<file path="src/rtl/levinson_k_pkg.sv">
// levinson_k_pkg: shared FSM state type and elaboration helpers for levinson_k_seq
package levinson_k_pkg;

    typedef enum logic [1:0] {
        IDLE = 2'd0,
        CALC = 2'd1,
        DONE = 2'd2
    } state_t;

    function automatic int quot_bits(input int q_w, input int k_shift);
        return q_w + k_shift;
    endfunction

    function automatic bit steps_legal(input int steps, input int n);
        return (steps == 1 || steps == 2 || steps == 4) && (n % steps == 0);
    endfunction

endpackage

</file>
<file path="src/rtl/levinson_k_div_step.sv">
// levinson_k_div_step: combinational STEPS-bit restoring division step, MSB first
module levinson_k_div_step
    import levinson_k_pkg::*;
#(
    parameter int E_W   = 32,
    parameter int STEPS = 1
) (
    input  logic [E_W-1:0]   rem,
    input  logic [E_W-1:0]   div,
    input  logic [STEPS-1:0] bits,
    output logic [E_W-1:0]   rem_next,
    output logic [STEPS-1:0] qbits
);

    logic [E_W:0] r;

    always_comb begin
        r = {1'b0, rem};
        qbits = '0;
        for (int i = STEPS - 1; i >= 0; i--) begin
            r = {r[E_W-1:0], bits[i]};
            qbits[i] = r >= {1'b0, div};
            r = qbits[i] ? r - {1'b0, div} : r;
        end
        rem_next = r[E_W-1:0];
    end

endmodule

</file>
<file path="src/rtl/levinson_k_seq.sv">
// levinson_k_seq: k = -(q << K_SHIFT) / e via iterative restoring divide; LEVINSON_K_SAT_EN enables clamping
module levinson_k_seq
    import levinson_k_pkg::*;
#(
    parameter int Q_W     = 32,
    parameter int E_W     = 32,
    parameter int K_W     = 32,
    parameter int K_SHIFT = 32,
    parameter int STEPS   = 1
) (
    input  logic           clk,
    input  logic           rst_n,
    input  logic           in_valid,
    output logic           in_ready,
    input  logic [E_W-1:0] e,
    input  logic [Q_W-1:0] q,
    output logic           out_valid,
    input  logic           out_ready,
    output logic [K_W-1:0] k,
    output logic           sat,
    output logic           div0
);

    localparam int N  = quot_bits(Q_W, K_SHIFT);
    localparam int NS = N / STEPS;
    localparam int CW = NS > 1 ? $clog2(NS) : 1;
    localparam int MW = (N > K_W ? N : K_W) + 1;

    if (!steps_legal(STEPS, N)) begin : g_bad_steps
        $error("STEPS must be 1, 2 or 4 and divide Q_W+K_SHIFT");
    end

    state_t         state;
    logic [E_W-1:0] e_r, rem, rem_nx;
    logic [N-1:0]   dq, dq_nx;
    logic [STEPS-1:0] qbits;
    logic [CW-1:0]  cnt;
    logic [Q_W-1:0] q_abs;
    logic [MW-1:0]  mag, lim;
    logic [K_W-1:0] k_fin, k_zero;
    logic           neg, neg_in, qnz, over;

    // dq holds the unconsumed dividend on top and the growing quotient below it
    levinson_k_div_step #(.E_W(E_W), .STEPS(STEPS)) u_step (
        .rem      (rem),
        .div      (e_r),
        .bits     (dq[N-1 -: STEPS]),
        .rem_next (rem_nx),
        .qbits    (qbits)
    );

    function automatic logic [K_W-1:0] clamp_of(input logic n);
        return n ? {1'b1, {(K_W-1){1'b0}}} : {1'b0, {(K_W-1){1'b1}}};
    endfunction

    always_comb begin
        q_abs = q[Q_W-1] ? -q : q;
        qnz = |q;
        neg_in = ~q[Q_W-1] & qnz;
        dq_nx = (dq << STEPS) | N'(qbits);
        mag = MW'(dq_nx);
        lim = MW'(1) << (K_W - 1);
        over = neg ? mag > lim : mag >= lim;
`ifdef LEVINSON_K_SAT_EN
        k_fin = over ? clamp_of(neg) : (neg ? -mag[K_W-1:0] : mag[K_W-1:0]);
        k_zero = qnz ? clamp_of(neg_in) : '0;
`else
        k_fin = neg ? -mag[K_W-1:0] : mag[K_W-1:0];
        k_zero = '0;
`endif
    end

    assign in_ready  = state == IDLE;
    assign out_valid = state == DONE;

    always_ff @(posedge clk) begin
        if (!rst_n) begin
            state <= IDLE;
            e_r   <= '0;
            rem   <= '0;
            dq    <= '0;
            cnt   <= '0;
            neg   <= 1'b0;
            k     <= '0;
            sat   <= 1'b0;
            div0  <= 1'b0;
        end else if (state == IDLE) begin
            if (in_valid) begin
                e_r   <= e;
                rem   <= '0;
                dq    <= N'(q_abs) << K_SHIFT;
                cnt   <= '0;
                neg   <= neg_in;
                div0  <= ~|e;
                state <= ~|e ? DONE : CALC;
                if (~|e) begin
                    k   <= k_zero;
                    sat <= qnz;
                end
            end
        end else if (state == CALC) begin
            dq  <= dq_nx;
            rem <= rem_nx;
            cnt <= cnt + 1'b1;
            if (cnt == CW'(NS - 1)) begin
                state <= DONE;
                k     <= k_fin;
                sat   <= over;
            end
        end else if (out_ready) begin
            state <= IDLE;
        end
    end

endmodule

</file>
<file path="config.mk">
export PLATFORM = sky130hd
export DESIGN_NAME = levinson_k_seq
export DESIGN_NICKNAME = d
export VERILOG_FILES = /design/src/rtl/levinson_k_pkg.sv /design/src/rtl/levinson_k_div_step.sv /design/src/rtl/levinson_k_seq.sv
export SDC_FILE = /design/constraint.sdc
export NUM_CORES = 1
export LEC_CHECK = 0
export BUFFER_PORTS_ARGS = -buffer_cell sky130_fd_sc_hd__buf_2
export CAP_MARGIN = 20
export CORE_MARGIN = 1.5
export CORE_UTILIZATION = 55
export CTS_CLUSTER_DIAMETER = 80
export DETAILED_ROUTE_END_ITERATION = 8
export GPL_ROUTABILITY_DRIVEN = 0
export MAX_ROUTING_LAYER = met4
export PLACE_DENSITY = 0.82
export SLEW_MARGIN = 40
export SYNTH_ARGS = -nofsm -noshare
export SYNTH_HDL_FRONTEND = slang
export SYNTH_SLANG_ARGS = --single-unit
export TNS_END_PERCENT = 30
</file>
<file path="constraint.sdc">
create_clock -name clk -period 5.3 [get_ports clk]
set_clock_uncertainty 0.1 [all_clocks]
set_input_delay 0.265 -clock clk [delete_from_list [all_inputs] [get_ports clk]]
set_output_delay 0.265 -clock clk [all_outputs]
set_load 0.1 [all_outputs]
</file>
======== After elaboration in Yosys (flattened, before gate mapping) ========
Cells that the tools add are included.
word-level totals
  bits in registers ....................... 171
  input port bits ......................... 68
  word-level logic and storage cells ...... 65
cells by class
  magnitude comparators ................... 3
  add/sub/neg operators ................... 4
  multiplexer cells ....................... 29
  bitwise logic cells ..................... 3
  equal/unequal tests ..................... 6
  reductions and logical operators ........ 11
operator list
  kind                                                                                    count
  32-bit 2-to-1 mux                                                                       11
  64-bit 2-to-1 mux                                                                       3
  64-bit by 32-bit greater-or-equal comparator with 1-bit output (second input constant)  1
  64-bit by 32-bit greater-than comparator with 1-bit output (second input constant)      1
  32-bit negation                                                                         2
  64-bit by 1-bit bitwise OR with 64-bit output                                           1
  32-bit OR reduction                                                                     2
  33-bit by 32-bit greater-or-equal comparator with 1-bit output                          1
  32-bit subtractor                                                                       1
  6-bit 2-to-1 mux                                                                        3
  2-bit 2-to-1 mux                                                                        6
  6-bit by 1-bit adder with 6-bit output (second input constant)                          1
  6-bit == test (second input constant)                                                   1
  1-bit 2-to-1 mux                                                                        6
  2-bit != test (second input constant)                                                   2
  2-bit AND reduction                                                                     2
  4-bit AND reduction                                                                     1
  2-bit nonzero test                                                                      2
  3-bit by 2-bit != test with 1-bit output (second input constant)                        1
  3-bit AND reduction                                                                     1
  3-bit nonzero test                                                                      1
  2-bit by 1-bit == test with 1-bit output (second input constant)                        1
  2-bit == test (second input constant)                                                   1
  2-bit logical NOT                                                                       1
  other kinds (3)                                                                         3

======== Depth between registers and ports, before layout ========
Gate-level depths: netlist of run 1.
  depth after elaboration ................. 7
  gate-level depth with buffers ........... 23

======== Hierarchy ========
A second synthesis of run 1 with hierarchy kept.
unflattened totals
  cells, all modules ...................... 1214
  area, all modules ....................... 10291.1 sq um
modules (own cells, without submodules)
  module               area each (sq um)  cells an instance  times used  seq. area each (sq um)
  levinson_k_seq       7948.9             873                1           3423.3
  levinson_k_div_step  2342.2             341                1           0.0

======== Worst setup path after synthesis of run 1 ========
Ideal clock, no wire load.
  path type ............................... flip-flop to flip-flop
  start ................................... reg e_r[18]
  end ..................................... reg k[26]
  setup time .............................. 0.067 ns
  arrival time ............................ 4.197 ns
  buffers on the path ..................... 3
  stages on the path, launching flop included .. 24
  setup slack ............................. 0.936 ns
  data required time ...................... 5.133 ns
  path through ............................ dfxtp_1 inv_1 ha_1 clkbuf_1 a21o_1 nand2_1 o21ai_0 o22ai_1 o22ai_1 a21oi_1 nand2_1 inv_2 clkbuf_1 buf_1 ha_1 nand2b_1 or2_1 nand2b_4 or4_4 nand2b_4 o31ai_4 xnor2_1 a22oi_2 nor2_1
on the way
  word-level cells in the longest chain between the ends .. 7
ends and longest elaborated chain
  item                                                            RTL line                   text
  start, declared                                                 levinson_k_seq.sv:34       logic [E_W-1:0] e_r, rem, rem_nx;
  start signal, assigned                                          levinson_k_seq.sv:79       e_r <= '0;
  start signal, assigned                                          levinson_k_seq.sv:89       e_r <= e;
  33-bit by 32-bit greater-or-equal comparator with 1-bit output  levinson_k_div_step.sv:22  qbits[i] = r >= {1'b0, div};
  64-bit by 1-bit bitwise OR with 64-bit output                   levinson_k_seq.sv:60       dq_nx = (dq << STEPS) | N'(qbits);
  32-bit negation                                                 levinson_k_seq.sv:68       k_fin = neg ? -mag[K_W-1:0] : mag[K_W-1:0];
  32-bit 2-to-1 mux                                               levinson_k_seq.sv:68
  32-bit 2-to-1 mux                                               levinson_k_seq.sv:105      if (cnt == CW'(NS - 1)) begin
  32-bit 2-to-1 mux                                               levinson_k_seq.sv:101      end else if (state == CALC) begin
  32-bit 2-to-1 mux                                               levinson_k_seq.sv:87       end else if (state == IDLE) begin
  end signal, assigned                                            levinson_k_seq.sv:97       k <= k_zero;
  end signal, assigned                                            levinson_k_seq.sv:107      k <= k_fin;
  end, declared                                                   levinson_k_seq.sv:19       output logic [K_W-1:0] k,
Every way passes these cells. The select of a mux whose other input is x is not followed.
A chain may end at the register's enable or synchronous reset.

======== Worst setup path in the final report of run 1 ========
  start ................................... reg e_r[3]
  end ..................................... reg k[26]
Same word-level chain as after synthesis.

==> run_results.csv, run 1 <==
group,metric,value,unit
placement,post_dp_cell_area,10300,um2
drt,wl_per_cell,16.1,um
critical_path,slowest_delay,530,ps
drt,detail-route-antenna-nets,0,
power_and_ir_drop,max-vdd-ir-drop,0.517,mV
clock_network,hold_buffers,22,
grt,first_global_vias,8898,
sta,fin_crit_sh,83.6,%
grt,grt_max_degree,97,
floorplan,die_y,136,um
clock_network,cts_resized,0,
synthesis,syn_inst,1254,
synthesis,yosysSeqAreaShare,35.4,%
drt,first_pass_iters,5,
drt,totalWireLength,25200,um
critical_path,crit_buf_inv,3,
sta,fmax,226,MHz
sta,rsz0062_at_grt,"false",
grt,antenna_found_initial,0,
drt,num_vias,9392,
synthesis,synth_area_leaders,"dfxtp_1 (35%), a21oi_1 (7.6%), nand2_1 (7.5%)",
critical_path,critPathSlowestCell,"or4_4",
drt,drc,0,
sta,finalSetupViolCount,0,
clock_network,cts_max_path_buffers,2,
critical_path,critical_path.top_delay_family,"simple AND/OR/NAND/NOR gates",
grt,grt.total_usage,28.3,%
floorplan,die_w,136,um
layout,fill_cells,1487,
critical_path,worstPathCellList,"inv_1, ha_1, a21o_1, a21oi_1, a21oi_1, nor2_1, o31ai_2, a21oi_1, buf_4, nand2_1, inv_2, ha_1, nand2b_1, or2_1, nand2b_4, or4_4, nand2b_4, o31ai_4, xnor2_1, a22oi_2, nor2_1",
grt,grt_pass1_wl,41300,um
clock_network,cts_sinks,171,
sta,whs,5.14,ps
drt,drt_iter0_drc,702,
layout,antenna_cells,0,
floorplan,initial_utilization,56.1,%
placement,numPortBuffers,103,
critical_path,cp.required,5490,ps
synthesis,ys.flop_type,"dfxtp_1",
outcome,status,"completed",
critical_path,path_max_fanout,21,
critical_path,start_kind,"flop",
synthesis,synth_cell_types,66,
clock_network,post-cts-setup-buffer-count,0,
synthesis,syn_nets,1358,
power_and_ir_drop,p_leak,4.29,nW
floorplan,dieArea,18400,um2
floorplan,rows,48,
synthesis,syn_avg_cell_area,7.71,um2
critical_path,path_common_cell,"a21oi_1",
layout,final_layout_size_suffix_gt1_share,13.1,%
min_path,hold_path_class,"in -> reg",
critical_path,path_class,"reg -> reg",
layout,finish.instance_area,11100,um2
clock_network,cts_tree,"done",
synthesis,ys_ff_latch,171,
synthesis,async_flop_share,0,%
synthesis,synth_area_leader_cell,"dfxtp_1",
sta,fin_setup_tns,0,ps
power_and_ir_drop,powerDensity,594,nW/um2
flow_run,drv_cap,0,
placement,hpwl,16800,um
sta,hold_viol,0,
grt,grt_overflow,0,
synthesis,yosysWarningCount,0,
sta,maxSlewHeadroom,43.5,%
synthesis,synth_edf_count,0,
clock_network,clock-root-buffer,"clkbuf_16",
critical_path,worstSetupEndpointType,"flop",
floorplan,core-area,17200,um2
clock_network,clock_latency,430,ps
floorplan,design.portCount,104,
sta,tightest_slew,844,ps
clock_network,clk_pin_slew_worst_paths,60,ps
drt,viasPerCell,6.01,
sta,period_needed,4430,ps
critical_path,critPathArrivalTime,4620,ps
clock_network,cts_buffers,17,
layout,area_growth,14.4,%
sta,drv_slew,0,
synthesis,syn-cell-area,9670,um2
synthesis,netlist.area_leader.share,35.4,%
clock_network,cts_max_level,4,
layout,finalNetCount,1428,
==> metrics by stage <==
step	utilization, %	power [mW]	setup slack [ps]	instances
2_1_floorplan	-	4.49	936	1254
3_3_place_gp	59.4	5.20	1070	1507
3_5_place_dp	59.5	5.28	929	1507
4_1_cts	64.1	6.53	909	1561
5_1_grt	64.2	7.00	562	1562
6_report	64.2	6.58	870	1562
==> synth_stat cells (all sizes together), types with 17 or more instances <==
cell / number
nor4: 24
ha: 35
nand3: 51
a21oi: 146
nor3: 17
o21ai: 117
xor2: 23
clkbuf: 78
nand2: 193
xnor2: 63
nor2: 64
inv: 46
dfxtp: 171
o31ai: 18
==> cell usage in the layout, fill, tap and decap left out, types with 22 or more instances in the layout <==
master and count:
a21oi_1 146, buf_2 103, dfxtp_1 171, dlygate4sd3_1 23, ha_1 35, inv_1 44
nand2_1 192, nand3_1 51, nor2_1 64, nor4_1 22, o21ai_0 112, xnor2_1 63
xor2_1 23
==> path summary, 6_finish.rpt <==
check	start	end	slack, ps	cells after the start
worst min-delay path	e[0]	e_r[0]	5	3
worst max register to register	e_r[3]	k[26]	870	21
worst max-delay path	e_r[3]	k[26]	870	21
worst min register to register	k[25]	k[25]	350	2
==> registers in the layout, indices dropped and copies added, names as in the netlist <==
name   cells
state      2
e_r       32
k         32
div0       1
neg        1
sat        1
cnt        6
dq        64
rem       32
==> tightest hold or removal path, stage by stage <==
cell and delay, ps:
buf_2 100, nand2_1 60, a21oi_1 50
==> report_power, final <==
group / switching, mW / total (mW) / internal [mW]
combinational: 2.26 / 3.80 / 1.54
sequential: 0.132 / 1.58 / 1.45
clock: 0.503 / 1.20 / 0.698
total: 2.90 / 6.58 / 3.68
==> per-layer routing <==
metal	GRT usage (%)	wire length (um)	up-vias	share of wire, %
met2	48.5	12400	286	49
li1	-	-	4616	-
met1	33.4	10700	4437	43
met4	9.92	632	0	2.5
met5	-	0	-	0
met3	4.60	1370	53	5.5
==> kinds of logic (layout without fill, tap and decap cells) <==
group | count (synthesis) | in the layout | synth area share (%)
flip-flops | 171 | 171 | 35.4
buffers and inverters | 134 | 217 | 5.23
adder cells (fa/ha/maj) | 36 | 36 | 4.73
AO/OA/AOI/OAI | 406 | 406 | 26.0
XOR/XNOR | 86 | 86 | 7.79
AND/OR/NAND/NOR | 408 | 408 | 19.5
multiplexers | 13 | 13 | 1.35
==> cell type report <==
cell class / instances / area, um2 / share of cell area [%]
Multi-Input combinational cell: 949 / 5770 / 52.1
Sequential cell: 171 / 3420 / 30.9
Timing Repair Buffer: 138 / 843 / 7.62
Clock buffer: 23 / 488 / 4.41
Tap cell: 225 / 282 / 2.54
Inverter: 47 / 176 / 1.59
Clock inverter: 9 / 87.6 / 0.791
No activity file was read; power rests on OpenSTA's default activity.
==> run 2: changes to the inputs <==
CORE_UTILIZATION = 54   (was 55)
PLACE_DENSITY = 0.84   (was 0.82)
clock period = 3.8 ns   (was 5.3 ns; I/O delays follow)
==> run 2 against run 1 <==
Compared with the run above:
- wire length increased by 7.7%
- combinational power grew 61%
- first-iteration DRC count rose by 30%
- count of clock-buffer cells in the layout fell by 6
- utilization increased by 3.6 points
- die area increased by 1.8%
- total power grew 53%
- worst setup slack lost 730 ps
- critical endpoint unchanged
==> run_results.csv, run 2 (synthesis gave the netlist of run 1 again) <==
group,metric,value,unit
outcome,status,"completed",
clock_network,clock_latency,440,ps
floorplan,design.portCount,104,
layout,area_growth,22.0,%
clock_network,clock-root-buffer,"clkbuf_16",
critical_path,regToRegEndpoint,"k[26]",
layout,final_cell_mix,"nand2_1 (191), dfxtp_1 (167), a21oi_1 (140), o21ai_0 (111), buf_2 (103)",
flow_run,drv_cap,0,
floorplan,initial_utilization,55.5,%
grt,first_global_vias,9340,
critical_path,timing.rr.start,"e_r[22]",
layout,finalNetCount,1494,
sta,tightest_slew,753,ps
critical_path,start_kind,"flop",
sta,maxSlewHeadroom,49.6,%
placement,numPortBuffers,103,
layout,largest_register_ffs,64,
clock_network,cts_max_path_buffers,2,
min_path,hold_path_end,"dq[60]",
placement,hpwl,17700,um
clock_network,cts_sinks,171,
critical_path,cp-startpoint,"e_r[22]",
drt,totalWireLength,27100,um
sta,fmax,274,MHz
sta,finalSetupViolCount,0,
grt,antenna_found_initial,0,
sta,whs,1.81,ps
drt,num_vias,9891,
sta,fin_setup_tns,0,ps
min_path,min-delay-start,"q[28]",
grt,grt_pass1_wl,44200,um
critical_path,path_max_fanout,5,
layout,antenna_cells,0,
drt,drt_iter0_drc,915,
grt,grt_overflow,0,
power_and_ir_drop,powerDensity,853,nW/um2
grt,grt.total_usage,30.2,%
min_path,hold_path_class,"in -> reg",
sta,hold_viol,0,
critical_path,critPathArrivalTime,3860,ps
min_path,hold_path_depth,4,
floorplan,dieArea,18700,um2
drt,first_pass_iters,6,
layout,fill_cells,1428,
floorplan,rows,48,
grt,grt_max_degree,96,
power_and_ir_drop,p_leak,4.61,nW
drt,viasPerCell,6.08,
critical_path,r2r_setup_slack,140,ps
clock_network,clk_pin_slew_worst_paths,70,ps
floorplan,die_w,137,um
drt,detail-route-antenna-nets,0,
clock_network,cts_tree,"done",
sta,period_needed,3660,ps
critical_path,reg2reg_depth,18,
clock_network,cts_max_level,4,
critical_path,path_class,"reg -> reg",
layout,final_layout_size_suffix_gt1_share,16.8,%
clock_network,cts_buffers,17,
critical_path,worstSetupEndpointType,"flop",
power_and_ir_drop,max-vdd-ir-drop,0.704,mV
sta,drv_slew,0,
layout,regMostFlops,"dq",
layout,final_common_cell,"nand2_1",
drt,drc,0,
floorplan,die_y,137,um
drt,wl_per_cell,16.7,um
floorplan,core-area,17400,um2
sta,fin_crit_sh,96.2,%
critical_path,cp.required,4000,ps
layout,utilization,67.8,%
[run 2: changes by cell type in the layout (fill, tap and decap cells not counted), sizes merged]
cell,delta
dlygate4sd3,+30
buf,+36
inv,+4
clkbuf,-6
clkinvlp,+1
clkinv,+1
[run 2: worst max-delay path by stage]
| stage | to | slack (ps) |
|---|---|---|
| after CTS | k[30] | 20 |
| after global routing | k[30] | -50 |
| final | k[26] | 140 |
| after detailed placement | k[30] | -6 |
| after global placement | k[26] | 50 |
| after floorplan | k[26] | -90 |
[run 2: final cells by class]
class	instances	area (um2)	area share (%)
Clock buffer	17	425	3.60
Timing Repair Buffer	204	1410	11.9
Inverter	47	176	1.49
Sequential cell	171	3430	29.0
Multi-Input combinational cell	949	5900	50.0
Tap cell	225	282	2.38
Clock inverter	15	180	1.53
[run 2: critical path, stage by stage, from the launching register on]
cell,delay (ps)
dfxtp_2,330
inv_1,60
ha_4,260
a2111o_1,410
o22ai_2,210
o22ai_2,110
a21oi_2,150
nand2_2,90
inv_2,80
ha_4,120
nand2b_1,70
or2_1,250
nand2b_4,150
or4_4,430
nand2b_4,200
o31ai_4,230
xnor2_1,110
a22oi_2,120
nor2_1,50
[run 2: report_power, final]
group / switching [mW] / internal [mW]
Combinational: 3.43 / 2.67
Sequential: 0.190 / 2.02
Clock: 0.831 / 0.939
Total: 4.45 / 5.62
[run 2: layer usage]
metal / GRT usage [%] / routed length (um) / vias to the layer above
met2: 51.1 / 13400 / 364
met4: 11.9 / 784 / 0
met1: 35.5 / 11300 / 4698
li1: - / - / 4755
met3: 5.81 / 1630 / 74
met5: - / 0 / -
[run 2: timing repair]
item                       4_1_cts  5_1_grt
hold buffers                    53        0
setup buffers                    0        2
pin swaps                        0        8
gates cloned                     0        0
setup endpoints to repair        3        8
hold endpoints to repair        54        0
resized for setup                1       18
[run 2: through the flow]
step	instances	worst slack (ps)	instance area, um2	power (mW)
6_report	1628	144	11800	10.1
5_1_grt	1628	-50.4	11800	10.7
4_1_cts	1626	24.7	11700	9.81
3_5_place_dp	1541	-6.09	10600	7.92
3_3_place_gp	1541	53.0	10500	7.79
2_1_floorplan	1254	-90.9	9740	6.44
==> run 3: changes to the inputs <==
HOLD_SLACK_MARGIN = 0.03   (was unset)
==> run 3 against run 2 <==
Compared with the run above:
- register-to-register slack about the same
- first-iteration DRC count up 0.22%
- via count down 0.16%
- largest cell class unchanged
- hold slack better by 91 ps
- combinational power about the same
- cell count up 0.31%
- count of clock-buffer cells in the layout unchanged
- non-clock buffer count up 5
- clock power about the same
- critical path depth unchanged
- sequential power about the same
- cell area up 0.42%
==> run_results.csv, run 3 (synthesis gave the netlist of run 1 again) <==
group,metric,value,unit
drt,viasPerCell,6.05,
sta,finalSetupViolCount,0,
floorplan,die_w,137,um
grt,grt_max_degree,96,
sta,period_needed,3660,ps
sta,fin_setup_tns,0,ps
layout,finalNetCount,1499,
drt,drc,0,
placement,dp_cells,1541,
layout,antenna_cells,0,
flow_run,drv_cap,0,
drt,drt_iter0_drc,917,
grt,grt_overflow,0,
layout,largest_register_ffs,64,
layout,stdcell_count,1633,
layout,final_common_cell,"nand2_1",
critical_path,start_kind,"flop",
floorplan,core-area,17400,um2
min_path,hold_path_class,"in -> reg",
placement,hpwl,17700,um
floorplan,rows,48,
grt,antenna_found_initial,0,
drt,first_pass_iters,5,
clock_network,cts_buffers,17,
grt,grt_pass1_wl,44300,um
sta,tightest_slew,753,ps
drt,num_vias,9875,
power_and_ir_drop,max-vdd-ir-drop,0.700,mV
grt,grt.total_usage,30.3,%
critical_path,critPathArrivalTime,3860,ps
critical_path,worstSetupEndpointType,"flop",
floorplan,design.portCount,104,
sta,hold_viol,0,
critical_path,path_class,"reg -> reg",
clock_network,cts_max_level,4,
drt,totalWireLength,27200,um
sta,fin_crit_sh,96.2,%
layout,final_cell_mix,"nand2_1 (191), dfxtp_1 (167), a21oi_1 (140), o21ai_0 (111), buf_2 (103)",
layout,regMostFlops,"dq",
drt,wl_per_cell,16.7,um
floorplan,die_y,137,um
clock_network,clock-root-buffer,"clkbuf_16",
grt,first_global_vias,9374,
clock_network,cts_tree,"done",
clock_network,cts_sinks,171,
placement,numPortBuffers,103,
layout,area_growth,22.5,%
clock_network,cts_max_path_buffers,2,
sta,drv_slew,0,
drt,detail-route-antenna-nets,0,
floorplan,dieArea,18700,um2
critical_path,path_max_fanout,5,
critical_path,cp.required,4000,ps
clock_network,clock_latency,440,ps
layout,final_layout_size_suffix_gt1_share,16.8,%
outcome,status,"completed",
power_and_ir_drop,powerDensity,850,nW/um2
floorplan,initial_utilization,55.5,%
clock_network,clk_pin_slew_worst_paths,70,ps
sta,fmax,274,MHz
sta,maxSlewHeadroom,49.6,%
power_and_ir_drop,p_leak,4.63,nW
[run 3: routing by layer]
metal	track usage (%)	vias up	share of wire, %
li1	-	4759	-
met1	35.4	4673	41
met2	51.2	377	50
met3	5.85	66	6.2
met4	12.3	0	2.7
met5	-	-	0
[run 3: area by class of cell]
type	count	area, um2
inverters	47	176
multi-input cells	949	5900
repair buffers	209	1460
fillers	1420	5560
clock buffers	17	425
flip-flops and latches	171	3430
well taps	225	282
clock inverters	15	180
[run 3: timing repair]
action / CTS / global route
buffers inserted: 0 / 2
gates resized for setup: 1 / 18
hold endpoints to repair: 59 / 0
pin swaps: 0 / 8
hold buffers: 58 / 0
endpoints found under the setup margin: 3 / 8
[run 3: final timing paths]
check	startpoint	end	slack, ps	cells after the start
worst max-delay path	e_r[22]	k[30]	140	18
worst min-delay path	q[1]	dq[33]	90	5
worst max register to register	e_r[22]	k[30]	140	18
worst min register to register	k[25]	k[25]	350	2
[run 3: metrics by stage]
step	instance area, um2	worst slack [ps]	hold WS [ps]	power [mW]	util [%]
after floorplan	9740	-90.9	180	6.44	-
final	11900	144	92.4	10.1	68.1
after CTS	11800	24.7	81.9	9.82	67.5
after detailed placement	10600	-6.09	340	7.92	60.6
after global placement	10500	53.0	333	7.79	60.6
after global routing	11900	-50.4	151	10.7	68.1
[run 3: critical path, stage by stage, from the launching register on]
cell and delay (ps):
dfxtp_2 330, inv_1 60, ha_4 260, a2111o_1 410
o22ai_2 210, o22ai_2 110, a21oi_2 150, nand2_2 90
inv_2 80, ha_4 120, nand2b_1 70, or2_1 250
nand2b_4 150, or4_4 430, nand2b_4 200, o31ai_4 230
xnor2_1 100, a22oi_2 120, nor2_1 50
[run 3: report_power, final]
part | total [mW] | internal, mW | switching (mW)
sequential | 2.20 | 2.02 | 0.189
clock | 1.77 | 0.939 | 0.830
combinational | 6.10 | 2.67 | 3.43
total | 10.1 | 5.62 | 4.45
